<file path="config.mk">
export PLATFORM = sky130hd
export DESIGN_NAME = div
export DESIGN_NICKNAME = d
export VERILOG_FILES = /design/src/rtl/div_pkg.sv /design/src/rtl/div.sv
export SDC_FILE = /design/constraint.sdc
export NUM_CORES = 1
export LEC_CHECK = 0
export CAP_MARGIN = 5
export CORE_UTILIZATION = 45
export CTS_BUF_LIST = sky130_fd_sc_hd__clkbuf_8
export DETAILED_ROUTE_END_ITERATION = 7
export PLACE_DENSITY = 0.66
export SYNTH_ARGS = -nofsm -noshare
export SYNTH_HDL_FRONTEND = slang
export SYNTH_SLANG_ARGS = --single-unit
</file>
<file path="constraint.sdc">
create_clock -name clk -period 11.6 [get_ports clk]
set_clock_uncertainty 0.2 [all_clocks]
set_input_delay 1.16 -clock clk [delete_from_list [all_inputs] [get_ports clk]]
set_output_delay 1.16 -clock clk [all_outputs]
set_load 0.1 [all_outputs]
</file>
<file path="src/rtl/div_pkg.sv">
// Shared constants for the iterative divider: FSM state encodings,
// ready flag levels and start/stop request levels.
package div_pkg;

   localparam logic [1:0] DivFree   = 2'b00;
   localparam logic [1:0] DivByZero = 2'b01;
   localparam logic [1:0] DivOn     = 2'b10;
   localparam logic [1:0] DivEnd    = 2'b11;

   localparam logic DivResultReady    = 1'b1;
   localparam logic DivResultNotReady = 1'b0;

   localparam logic DivStart = 1'b1;
   localparam logic DivStop  = 1'b0;

   localparam int DivCntW = 6;

endpackage

</file>
<file path="src/rtl/div.sv">
// Multi-cycle restoring divider, one quotient bit per clock, MSB first.
// Result is {remainder, quotient}; signed mode divides magnitudes and fixes signs at the end.
module div
   import div_pkg::*;
#(
   parameter int DATA_W = 32
)
(
   input  logic                  clk,
   input  logic                  rst,
   input  logic                  signed_div_i,
   input  logic [DATA_W-1:0]     opdata1_i,
   input  logic [DATA_W-1:0]     opdata2_i,
   input  logic                  start_i,
   input  logic                  annul_i,
   output logic [2*DATA_W-1:0]   result_o,
   output logic                  ready_o
);

   logic [1:0]          r_state;
   logic [DivCntW-1:0]  r_cnt;
   logic [DATA_W-1:0]   r_dividend;
   logic [DATA_W-1:0]   r_divisor;
   logic [DATA_W-1:0]   r_rem;
   logic                r_negQuo;
   logic                r_negRem;
   logic [2*DATA_W-1:0] r_result;
   logic                r_ready;

   logic                w_op1Neg;
   logic                w_op2Neg;
   logic [DATA_W-1:0]   w_op1Mag;
   logic [DATA_W-1:0]   w_op2Mag;
   logic [DATA_W:0]     w_trial;
   logic [DATA_W:0]     w_diff;
   logic                w_ge;
   logic [DATA_W-1:0]   w_remNext;
   logic [DATA_W-1:0]   w_quoNext;
   logic [DivCntW-1:0]  w_cntNext;
   logic                w_lastStep;
   logic [DATA_W-1:0]   w_quoFinal;
   logic [DATA_W-1:0]   w_remFinal;

   // Negating the most negative value wraps to itself, which is exactly its unsigned magnitude.
   assign w_op1Neg = signed_div_i & opdata1_i[DATA_W-1];
   assign w_op2Neg = signed_div_i & opdata2_i[DATA_W-1];
   assign w_op1Mag = w_op1Neg ? (~opdata1_i + 1'b1) : opdata1_i;
   assign w_op2Mag = w_op2Neg ? (~opdata2_i + 1'b1) : opdata2_i;

   // The dividend register doubles as the quotient shift register.
   assign w_trial   = {r_rem, r_dividend[DATA_W-1]};
   assign w_diff    = w_trial - {1'b0, r_divisor};
   assign w_ge      = (w_trial >= {1'b0, r_divisor});
   assign w_remNext = w_ge ? w_diff[DATA_W-1:0] : w_trial[DATA_W-1:0];
   assign w_quoNext = {r_dividend[DATA_W-2:0], w_ge};

   assign w_cntNext  = r_cnt + 1'b1;
   assign w_lastStep = (w_cntNext == DivCntW'(DATA_W));

   assign w_quoFinal = r_negQuo ? (~w_quoNext + 1'b1) : w_quoNext;
   assign w_remFinal = r_negRem ? (~w_remNext + 1'b1) : w_remNext;

   always_ff @(posedge clk) begin
      if (rst) begin
         r_state    <= DivFree;
         r_cnt      <= '0;
         r_dividend <= '0;
         r_divisor  <= '0;
         r_rem      <= '0;
         r_negQuo   <= 1'b0;
         r_negRem   <= 1'b0;
         r_result   <= '0;
         r_ready    <= DivResultNotReady;
      end else begin
         case (r_state)
            DivFree: begin
               r_result <= '0;
               r_ready  <= DivResultNotReady;
               if (start_i == DivStart && !annul_i) begin
                  if (opdata2_i == '0) begin
                     r_state <= DivByZero;
                  end else begin
                     r_state    <= DivOn;
                     r_cnt      <= '0;
                     r_dividend <= w_op1Mag;
                     r_divisor  <= w_op2Mag;
                     r_rem      <= '0;
                     r_negQuo   <= w_op1Neg ^ w_op2Neg;
                     r_negRem   <= w_op1Neg;
                  end
               end
            end
            DivByZero: begin
               r_result <= '0;
               if (annul_i) begin
                  r_state <= DivFree;
                  r_ready <= DivResultNotReady;
               end else begin
                  r_state <= DivEnd;
                  r_ready <= DivResultReady;
               end
            end
            DivOn: begin
               if (annul_i) begin
                  r_state  <= DivFree;
                  r_cnt    <= '0;
                  r_result <= '0;
                  r_ready  <= DivResultNotReady;
               end else begin
                  r_dividend <= w_quoNext;
                  r_rem      <= w_remNext;
                  r_cnt      <= w_cntNext;
                  if (w_lastStep) begin
                     r_state  <= DivEnd;
                     r_result <= {w_remFinal, w_quoFinal};
                     r_ready  <= DivResultReady;
                  end
               end
            end
            DivEnd: begin
               if (start_i == DivStop) begin
                  r_state  <= DivFree;
                  r_cnt    <= '0;
                  r_result <= '0;
                  r_ready  <= DivResultNotReady;
               end
            end
            default: begin
               r_state  <= DivFree;
               r_result <= '0;
               r_ready  <= DivResultNotReady;
            end
         endcase
      end
   end

   assign result_o = r_result;
   assign ready_o  = r_ready;

endmodule

</file>
==> impl_metrics.tcl, run 1 <==
set metrics [dict create \
    outcome "completed" \
    synthesis.nets 1724 \
    global_route_wire_length_before_repair_mm 57.3 \
    largest_net_degree_at_the_start_of_global_routing 105 \
    crit_type "register to register" \
    worst_setup_slack_final_ps 5990 \
    r2r_setup_slack_ps 5990 \
    netlist-cell-type-count 69 \
    core_region_area_um2 25400 \
    route.detailed.wl_per_inst_um 17.8 \
    insertedDiodeCount 0 \
    hold_buffers 0 \
    synth_flop_cell "dfxtp_1" \
    power_share_of_the_clock_group_pct 14.0 \
    h-tree-depth 4 \
    worstSetupEndpointType "register" \
    achievable-frequency_mhz 178 \
    final_hold_viol_count 0 \
    post-route-period-util_pct 48.3 \
    holdPathEnd "result_o[61]$_SDFFE_PP0P_" \
    first_global_vias 10800 \
    power.density_cell_area_nw_per_um2 227 \
    fillers 2498 \
    r2r-start "r_divisor[26]$_SDFFE_PP0P_" \
    area_delta_synth_final_pct 15.6 \
    die_w_um 164 \
    finalSetupViolCount 0 \
    min-delay-start "result_o[61]$_SDFFE_PP0P_" \
    critical_path.startpoint_type "register" \
    timing.setup.tns_ps 0 \
    max_transition_viols_final 0 \
    mostFrequentLayoutCell "nand2_1" \
    tightest_slew_margin_relative_to_the_limit_pct 21.8 \
    max-clock-path-buffers 2 \
    post_cts_resized 0 \
    synth_async_reset_ratio_pct 0 \
    yosysWarningCount 0 \
    detailed_routing_iteration_count_for_the_pre_antenna_repair_pass 5 \
    path_max_fanout 7 \
    routed-via-count 11700 \
    grt-ovfl-total 0 \
    irDropWorstVdd_uv 190 \
    worst_slew_pin_slew_ps 1170 \
    unrepaired_setup_endpoints_after_global_routing "false" \
    p_switching_w 0.00163 \
    numPortBuffers 133 \
    worstRegToRegCells 20 \
    cts.sinks 171 \
    start_util_pct 46.4 \
    vias_per_cell 5.81 \
    multi_input_comb_area_um2 7760 \
    die-area_um2 26800 \
    synth_cells 1612 \
    cellInternalPower_w 0.00146 \
    gr-usage-met1_pct 37.9 \
    hold_path_class "register to register" \
    postCtsSetupBuffers 0 \
    layout.area.seq_um2 3420 \
    detailedRoute.firstIterationViolations 983 \
    post_route_cells_drive_above_1_share_pct 4.80 \
    p_seq_share_pct 23.3 \
    grt_util_met2_pct 42.3 \
    num-nets-final 1787 \
    power_frac_comb_pct 62.7 \
    synth_seq_area_share_pct 29.0 \
    wl_final_mm 36.0 \
    remaining_drc_errors 0 \
    detailedPlace.worstSlack_ps 5770 \
    total_leakage_power_nw 4.99 \
    worst_setup_hold_path_clk_slew_ps 110 \
    r2r_end "result_o[60]$_SDFFE_PP0P_" \
    initial_antenna_violation_count 0 \
    grt_busiest_layer "met2" \
    clock_tree_from_tritoncts "yes" \
    floorplan.rows 58 \
    min_delay_path_depth 2 \
    cts_made_buffers 17 \
    netlist_area_um2 11800 \
    switching_share_pct 52.8 \
    total_power_w 0.00310 \
    dieHeight_um 164 \
    timing.max_cap.violations 0 \
    post_synth.cell_area_avg_um2 7.31 \
    gp_congestion 0.943 \
    number_of_enable_type_register_cells_in_the_synthesized_netlist 0 \
    global_route.usage.total_pct 27.0 \
    timing.critical_path.arrival_ps 5760 \
    boundaryPins 134 \
    worstPathRequired_ps 11750 \
    detail-route-antenna-nets 0 \
    synth_seq_cells 171 \
    final_cell_mix "244 x nand2_1, 176 x nor2_1, 171 x dfxtp_1" \
    global_route.usage.met3_pct 3.26 \
    cts.root.buffer_cell "clkbuf_8" \
    dp_hpwl_mm 26.9 \
    worst_skew_pair.late_latency_ps 480 \
    post-route-min-period_ps 5610 \
]
==> final cells by class <==
class | instances | share of cell area [%]
inverter | 56 | 1.54
timing repair buffer | 144 | 10.4
tap | 330 | 3.03
clock inverter | 15 | 1.25
clock buffer | 17 | 1.72
sequential | 171 | 25.1
multi-input combinational | 1285 | 57.0
==> cell families after synthesis <==
group	Yosys count	share of synthesized area [%]
multiplexers	14	1.26
adder cells (fa/ha/maj)	43	4.63
AND/OR/NAND/NOR	632	24.7
buffers and inverters	156	5.35
AO/OA/AOI/OAI	459	24.8
XOR/XNOR	137	10.2
flip-flops	171	29.0
==> worst max-delay path by stage <==
stage | start | end | slack, ps | cells after the start
after CTS | r_divisor[26]$_SDFFE_PP0P_ | result_o[60]$_SDFFE_PP0P_ | 6050 | 20
after global routing | r_divisor[26]$_SDFFE_PP0P_ | result_o[60]$_SDFFE_PP0P_ | 5420 | 20
after detailed placement | opdata2_i[7] | r_dividend[31]$_SDFFE_PP0P_ | 5770 | 13
final | r_divisor[26]$_SDFFE_PP0P_ | result_o[60]$_SDFFE_PP0P_ | 5990 | 20
after floorplan | r_rem[8]$_SDFFE_PP0P_ | result_o[60]$_SDFFE_PP0P_ | 5970 | 25
after global placement | opdata2_i[0] | r_dividend[31]$_SDFFE_PP0P_ | 5900 | 14
==> state kept, by name (all words and copies together), names as in the netlist <==
| signal | cells |
|---|---|
| r_negRem | 1 |
| result_o | 64 |
| r_state | 2 |
| r_divisor | 32 |
| r_cnt | 6 |
| r_rem | 32 |
| ready_o | 1 |
| r_dividend | 32 |
| r_negQuo | 1 |
==> worst max-delay path, cell delays in order (launching register included) <==
cell and delay (ps):
dfxtp_1 320, inv_1 110, ha_1 410, a21oi_1 320, o21ai_0 210, a211oi_1 270
o21ai_0 220, or3_4 480, mux2i_1 250, ha_1 220, or3b_2 480, nor2_1 130
nand3_1 110, or3_1 330, nor4_1 190, a311o_2 180, o211ai_1 140, or4_1 460
o31ai_2 220, xnor2_1 150, o21ai_1 70
==> stage by stage <==
stage | instance area (um^2) | utilization (%) | cells | hold WS (ps)
after detailed placement | 13200 | 52.0 | 1986 | 244
after floorplan | 11800 | - | 1612 | 232
after global routing | 13600 | 53.6 | 2018 | 276
after global placement | 13200 | 52.0 | 1986 | 238
after CTS | 13600 | 53.6 | 2018 | 260
final | 13600 | 53.6 | 2018 | 257
==> metal layers <==
metal	routed length [um]	part of all wire (%)	vias to the layer above
met3	1880	5.2	58
met4	1050	2.9	0
met5	0	0	-
met2	16100	45	384
met1	17000	47	5445
li1	-	-	5838
==> power groups by stage <==
stage	logic, W	clock network [W]	registers [W]
2_1_floorplan	0.00138	0	0.000782
3_3_place_gp	0.00190	0	0.000729
3_5_place_dp	0.00191	0	0.000732
4_1_cts	0.00192	0.000443	0.000719
5_1_grt	0.00213	0.000469	0.000730
6_report	0.00194	0.000434	0.000720
==> cell usage after synthesis, drive strengths merged, types with 3 or more instances <==
master,number,area share (%)
mux2i,10,0.85
nand3,26,1.1
mux2,4,0.41
nor2,178,5.7
xnor2,77,5.7
nand2,244,7.8
a22oi,51,3.2
a31oi,10,0.53
or4,16,1.0
nor3,39,1.7
a21oi,135,5.8
and2,12,0.64
a311oi,3,0.22
or3,23,1.3
o31ai,27,1.8
nor4,14,0.74
and4,5,0.37
a211oi,39,2.6
nor2b,12,0.64
xor2,60,4.5
nand4,19,1.0
ha,42,4.5
o21ai,119,5.1
o41ai,13,1.1
a22o,5,0.37
buf,20,1.0
o21bai,3,0.19
o31a,3,0.22
and3,7,0.37
o211ai,14,0.89
dfxtp,171,29
nor4b,5,0.50
nand2b,9,0.48
inv,56,1.8
a21o,13,0.83
nand3b,8,0.51
clkbuf,80,2.5
or2,9,0.48
No activity file was read; power rests on OpenSTA's default activity.
==> inputs of run 2 (changes only) <==
PLACE_DENSITY = 0.69   (was 0.66)
clock period = 4.9 ns   (was 11.6 ns; I/O delays follow)
==> run 2 against run 1 <==
  * Utilization grew 5.7 points
  * Global-route usage grew 2.5 points
  * Combinational power grew to 2.9 times the previous value
  * Non-clock buffer count grew 137
  * Wire length grew 10%
  * Register-to-register slack lost 5900 ps
  * Cell count grew 6.8%
  * Critical path depth grew 1
  * Worst setup slack lost 5900 ps
  * Largest cell class unchanged
==> impl_metrics.tcl, run 2 (synthesis results as in run 1) <==
set metrics [dict create \
    outcome "completed" \
    max-clock-path-buffers 2 \
    worst_slew_pin_slew_ps 1100 \
    tightest_slew_margin_relative_to_the_limit_pct 26.6 \
    die-area_um2 26800 \
    insertedDiodeCount 0 \
    path_max_fanout 4 \
    cellInternalPower_w 0.00415 \
    worstSetupEndpointType "register" \
    num-nets-final 1924 \
    largest_net_degree_at_the_start_of_global_routing 70 \
    placed_cells_incl_taps 2115 \
    layoutNonFillerInstCount 2155 \
    power_frac_comb_pct 67.7 \
    global_route_wire_length_before_repair_mm 61.9 \
    gp_congestion 0.994 \
    worst_skew_pair.late_latency_ps 500 \
    timing.setup.tns_ps 0 \
    vias_per_cell 5.78 \
    worst_setup_hold_path_clk_slew_ps 110 \
    final_cell_mix "241 x nand2_1, 173 x nor2_1, 162 x dfxtp_1" \
    floorplan.rows 58 \
    first_global_vias 11500 \
    mostFrequentLayoutCell "nand2_1" \
    grt_busiest_layer "met2" \
    max_transition_viols_final 0 \
    critPathLaunch "r_divisor[13]$_SDFFE_PP0P_" \
    grt-ovfl-total 0 \
    postLayoutCoreUtil_pct 59.4 \
    detail-route-antenna-nets 0 \
    initial_antenna_violation_count 0 \
    routed-via-count 12500 \
    worst_setup_slack_final_ps 70.1 \
    h-tree-depth 4 \
    r2r-start "r_divisor[13]$_SDFFE_PP0P_" \
    largest_reg_flops 64 \
    die_w_um 164 \
    r2r_setup_slack_ps 70 \
    achievable-frequency_mhz 207 \
    start_util_pct 46.4 \
    global_route.usage.total_pct 29.6 \
    clock_tree_from_tritoncts "yes" \
    cts_made_buffers 17 \
    unrepaired_setup_endpoints_after_global_routing "true" \
    detailedPlace.worstSlack_ps -129 \
    critical_path.startpoint_type "register" \
    timing.max_cap.violations 0 \
    detailed_routing_iteration_count_for_the_pre_antenna_repair_pass 5 \
    total_power_w 0.00842 \
    dieHeight_um 164 \
    gr-usage-met1_pct 41.9 \
    crit_type "register to register" \
    global_route.usage.met3_pct 3.01 \
    numPortBuffers 133 \
    post-route-min-period_ps 4830 \
    area_delta_synth_final_pct 27.9 \
    switching_share_pct 50.7 \
    finalSetupViolCount 0 \
    remaining_drc_errors 0 \
    p_switching_w 0.00426 \
    route.detailed.wl_per_inst_um 18.4 \
    p_seq_share_pct 20.1 \
    dp_hpwl_mm 29.8 \
    post-route-period-util_pct 98.6 \
    total_leakage_power_nw 5.74 \
    hold_path_class "register to register" \
    post_route_cells_drive_above_1_share_pct 15.0 \
    grt_util_met2_pct 46.8 \
    boundaryPins 134 \
    min-delay-start "result_o[56]$_SDFFE_PP0P_" \
    core_region_area_um2 25400 \
    wl_final_mm 39.6 \
    timing.critical_path.arrival_ps 5010 \
    irDropWorstVdd_uv 383 \
    power_share_of_the_clock_group_pct 12.2 \
    detailedRoute.firstIterationViolations 1024 \
    cts.sinks 171 \
    worstPathRequired_ps 5080 \
    cts.root.buffer_cell "clkbuf_8" \
    final_hold_viol_count 0 \
    power.density_cell_area_nw_per_um2 558 \
]
==> run 2: cell count changes in the layout (fill, tap and decap cells not counted), moves of 7 or more <==
cell / before / now
a21oi_1: 132 / 124
o21ai_0: 113 / 104
a21oi_2: 3 / 11
o21ai_1: 5 / 13
buf_4: 12 / 142
ha_4: 0 / 15
dfxtp_2: 0 / 7
dfxtp_1: 171 / 162
ha_1: 41 / 25
==> run 2: layout make-up <==
class / count / area (um^2)
sequential: 171 / 3440
multi-input combinational: 1285 / 8130
clock buffer: 17 / 234
tap: 330 / 413
timing repair buffer: 281 / 2490
clock inverter: 15 / 158
inverter: 56 / 210
fill: 2393 / 10300
==> run 2: per-stage QoR <==
| stage | area (um^2) | hold slack (ps) |
|---|---|---|
| finish | 15100 | 258 |
| global route | 15100 | 276 |
| CTS | 14700 | 259 |
| detailed placement | 14300 | 243 |
| global placement | 14300 | 235 |
| floorplan | 11900 | 232 |
==> run 2: routing by layer <==
layer	vias to the layer above	share of wire (%)
li1	6110	-
met1	5870	47
met2	409	45
met3	76	5.4
met4	0	2.9
met5	-	0
==> run 2: worst paths after layout <==
kind | end | depth (start not counted)
max | result_o[60]$_SDFFE_PP0P_ | 21
max reg2reg | result_o[60]$_SDFFE_PP0P_ | 21
min | result_o[56]$_SDFFE_PP0P_ | 2
min reg2reg | result_o[56]$_SDFFE_PP0P_ | 2
==> run 2: timing repair <==
action / CTS / global route
buffers inserted: 1 / 7
hold buffers: 0 / 0
resized for setup: 12 / 58
cloned: 0 / 0
pin swaps: 1 / 13
endpoints found under the setup margin: 2 / 9
==> run 2: worst max-delay path: stages (launching register included) <==
cell	delay, ps
dfxtp_1	310
inv_1	160
ha_4	240
nand4_1	150
buf_4	150
nor2_1	40
a22o_1	180
o31a_1	260
or3_4	390
mux2i_4	190
ha_2	200
or3b_4	400
nor2_4	100
nand3_2	90
or3_4	370
nor4_4	130
a311o_2	150
o211ai_1	140
or4_4	470
o31ai_4	190
xnor2_1	140
o21ai_1	70
==> run 2: power groups by stage <==
stage / clock network, W / registers [W] / logic (W)
global route: 0.00109 / 0.00171 / 0.00615
CTS: 0.00104 / 0.00168 / 0.00527
finish: 0.00103 / 0.00169 / 0.00570
floorplan: 0 / 0.00185 / 0.00337
detailed placement: 0 / 0.00171 / 0.00518
global placement: 0 / 0.00171 / 0.00515
==> inputs of run 3 (changes only) <==
CORE_ASPECT_RATIO = 1.5   (was default)
GPL_TIMING_DRIVEN = 0   (was default)
==> run 3 against run 2 <==
  * The run now ends with negative setup slack left
  * Worst hold slack got worse by 6.1 ps
  * Wire length grew 7.5%
  * Utilization fell by 0.59 points
  * Critical path depth rose by 3
  * Worst setup slack worse by 550 ps
  * First-iteration DRC count fell by 6.6%
  * Critical endpoint unchanged
  * Cell count barely moved
  * Largest cell class unchanged
  * Die area is essentially flat
==> impl_metrics.tcl, run 3 (synthesis results as in run 1) <==
set metrics [dict create \
    boundaryPins 134 \
    global_route.usage.total_pct 32.2 \
    r2r_setup_slack_ps -480 \
    max-clock-path-buffers 2 \
    placed_cells_incl_taps 2077 \
    fillers 2535 \
    gp_congestion 0.922 \
    power.density_cell_area_nw_per_um2 588 \
    detailedPlace.worstSlack_ps -1370 \
    final_cell_mix "239 x nand2_1, 176 x nor2_1, 146 x dfxtp_1" \
    h-tree-depth 4 \
    dp_hpwl_mm 32.8 \
    crit_type "register to register" \
    violations "negative setup slack" \
    hold_path_class "register to register" \
    worst_setup_hold_path_clk_slew_ps 100 \
    die-area_um2 26900 \
    post_route_cells_drive_above_1_share_pct 14.2 \
    area_delta_synth_final_pct 28.5 \
    worstSetupEndpointType "register" \
    layout.area.seq_um2 3480 \
    detailedRoute.firstIterationViolations 956 \
    post-route-min-period_ps 5380 \
    floorplan.rows 72 \
    cts.sinks 171 \
    route.detailed.wl_per_inst_um 19.8 \
    timing.critical_path.arrival_ps 5570 \
    worst_skew_pair.late_latency_ps 510 \
    finalSetupViolCount 8 \
    numPortBuffers 132 \
    max_transition_viols_final 0 \
    cp_num_buf_inv 5 \
    initial_antenna_violation_count 0 \
    total_leakage_power_nw 5.55 \
    critical_path.cell_chain "ha_4 -> clkbuf_8 -> nand4_1 -> buf_4 -> or3_4 -> a21oi_4 -> o31a_1 -> or3_4 -> buf_8 -> buf_8 -> buf_8 -> mux2i_4 -> ha_4 -> or3b_4 -> nor2_4 -> nand3_2 -> or3_4 -> nor4_4 -> a311o_2 -> o211ai_1 -> or4_4 -> o31ai_4 -> xnor2_1 -> o21ai_1" \
    post-route-period-util_pct 110 \
    achievable-frequency_mhz 186 \
    routed-via-count 12700 \
    insertedDiodeCount 0 \
    vias_per_cell 5.90 \
    final_hold_viol_count 0 \
    die_w_um 134 \
    multi_input_comb_area_um2 8350 \
    core_region_area_um2 25800 \
    num-nets-final 1919 \
    global_route_wire_length_before_repair_mm 66.7 \
    timing.max_cap.violations 0 \
    detailed_routing_iteration_count_for_the_pre_antenna_repair_pass 6 \
    irDropWorstVdd_uv 294 \
    worstPathRequired_ps 5090 \
    hold_buffers 0 \
    critPathSlowestCell "or4_4" \
    tightest_slew_margin_relative_to_the_limit_pct 32.2 \
    critical_path.startpoint_type "register" \
    largest_net_degree_at_the_start_of_global_routing 19 \
    grt-ovfl-total 0 \
    wl_final_mm 42.6 \
    detail-route-antenna-nets 0 \
    unrepaired_setup_endpoints_after_global_routing "true" \
    cts.root.buffer_cell "clkbuf_8" \
    timing.critical_path.max_delay_family "simple AND/OR/NAND/NOR gates" \
    mostFrequentLayoutCell "nand2_1" \
    path_max_fanout 7 \
    cts_made_buffers 17 \
    largest_reg_flops 64 \
    clock_tree_from_tritoncts "yes" \
    outcome "complete, but fails checks" \
    first_global_vias 12500 \
    critical-path-max-stage-delay_ps 500 \
    layoutNonFillerInstCount 2153 \
    worst_slew_pin_slew_ps 1010 \
    start_util_pct 45.7 \
    worst_setup_slack_final_ps -477 \
    remaining_drc_errors 0 \
    dieHeight_um 200 \
]
==> run 3: changes by cell type in the layout (fill, tap and decap cells not counted), sizes merged <==
cell and delta:
clkinvlp +2, buf -70, bufinv +4, clkinv -4, inv -5, clkbuf +68
==> run 3: through the flow <==
step | TNS (ps) | utilization (%) | power [W] | cell area, um^2 | hold slack [ps]
2_1_floorplan | -568 | - | 0.00522 | 11900 | 232
4_1_cts | -1650 | 56.8 | 0.00840 | 14600 | 256
3_5_place_dp | -12590 | 52.8 | 0.00663 | 13600 | 243
6_report | -1200 | 58.8 | 0.00891 | 15100 | 252
3_3_place_gp | -12880 | 52.8 | 0.00660 | 13600 | 240
5_1_grt | -1780 | 58.8 | 0.00938 | 15100 | 280
==> run 3: cell type report <==
cell class | count | share of cell area, %
multi-input combinational | 1285 | 55.1
clock buffer | 20 | 1.82
inverter | 56 | 1.45
tap | 333 | 2.75
clock inverter | 12 | 1.22
sequential | 171 | 23.0
buffer | 82 | 2.82
timing repair buffer | 194 | 11.8
==> run 3: what timing repair did <==
| action | 4_1_cts | 5_1_grt |
|---|---|---|
| setup buffers | 36 | 28 |
| endpoints found under the setup margin | 22 | 12 |
| pin swaps | 35 | 39 |
| resized for setup | 107 | 80 |
| cloned | 0 | 0 |
==> run 3: final timing paths <==
kind | from | end | cells after the start
worst max-delay path | r_rem[8]$_SDFFE_PP0P_ | result_o[60]$_SDFFE_PP0P_ | 24
worst min-delay path | result_o[56]$_SDFFE_PP0P_ | result_o[56]$_SDFFE_PP0P_ | 2
worst max register to register | r_rem[8]$_SDFFE_PP0P_ | result_o[60]$_SDFFE_PP0P_ | 24
worst min register to register | result_o[56]$_SDFFE_PP0P_ | result_o[56]$_SDFFE_PP0P_ | 2
==> run 3: power by group <==
group | internal (W) | switching [W]
clock | 0.000602 | 0.000574
sequential | 0.00155 | 0.000167
combinational | 0.00229 | 0.00373
total | 0.00444 | 0.00447
==> run 3: routing by layer <==
| metal | global-route usage (%) | vias up | part of all wire (%) |
|---|---|---|---|
| met1 | 34.0 | 5922 | 36 |
| met3 | 4.81 | 150 | 5.3 |
| li1 | - | 6104 | - |
| met4 | 22.8 | 0 | 7.3 |
| met2 | 57.6 | 535 | 51 |
| met5 | 0 | - | 0 |
==> run 3: worst min-delay path: stages, from the launching register on <==
cell     delay [ps]
dfxtp_1         320
nand2_1          50
o21ai_1          50
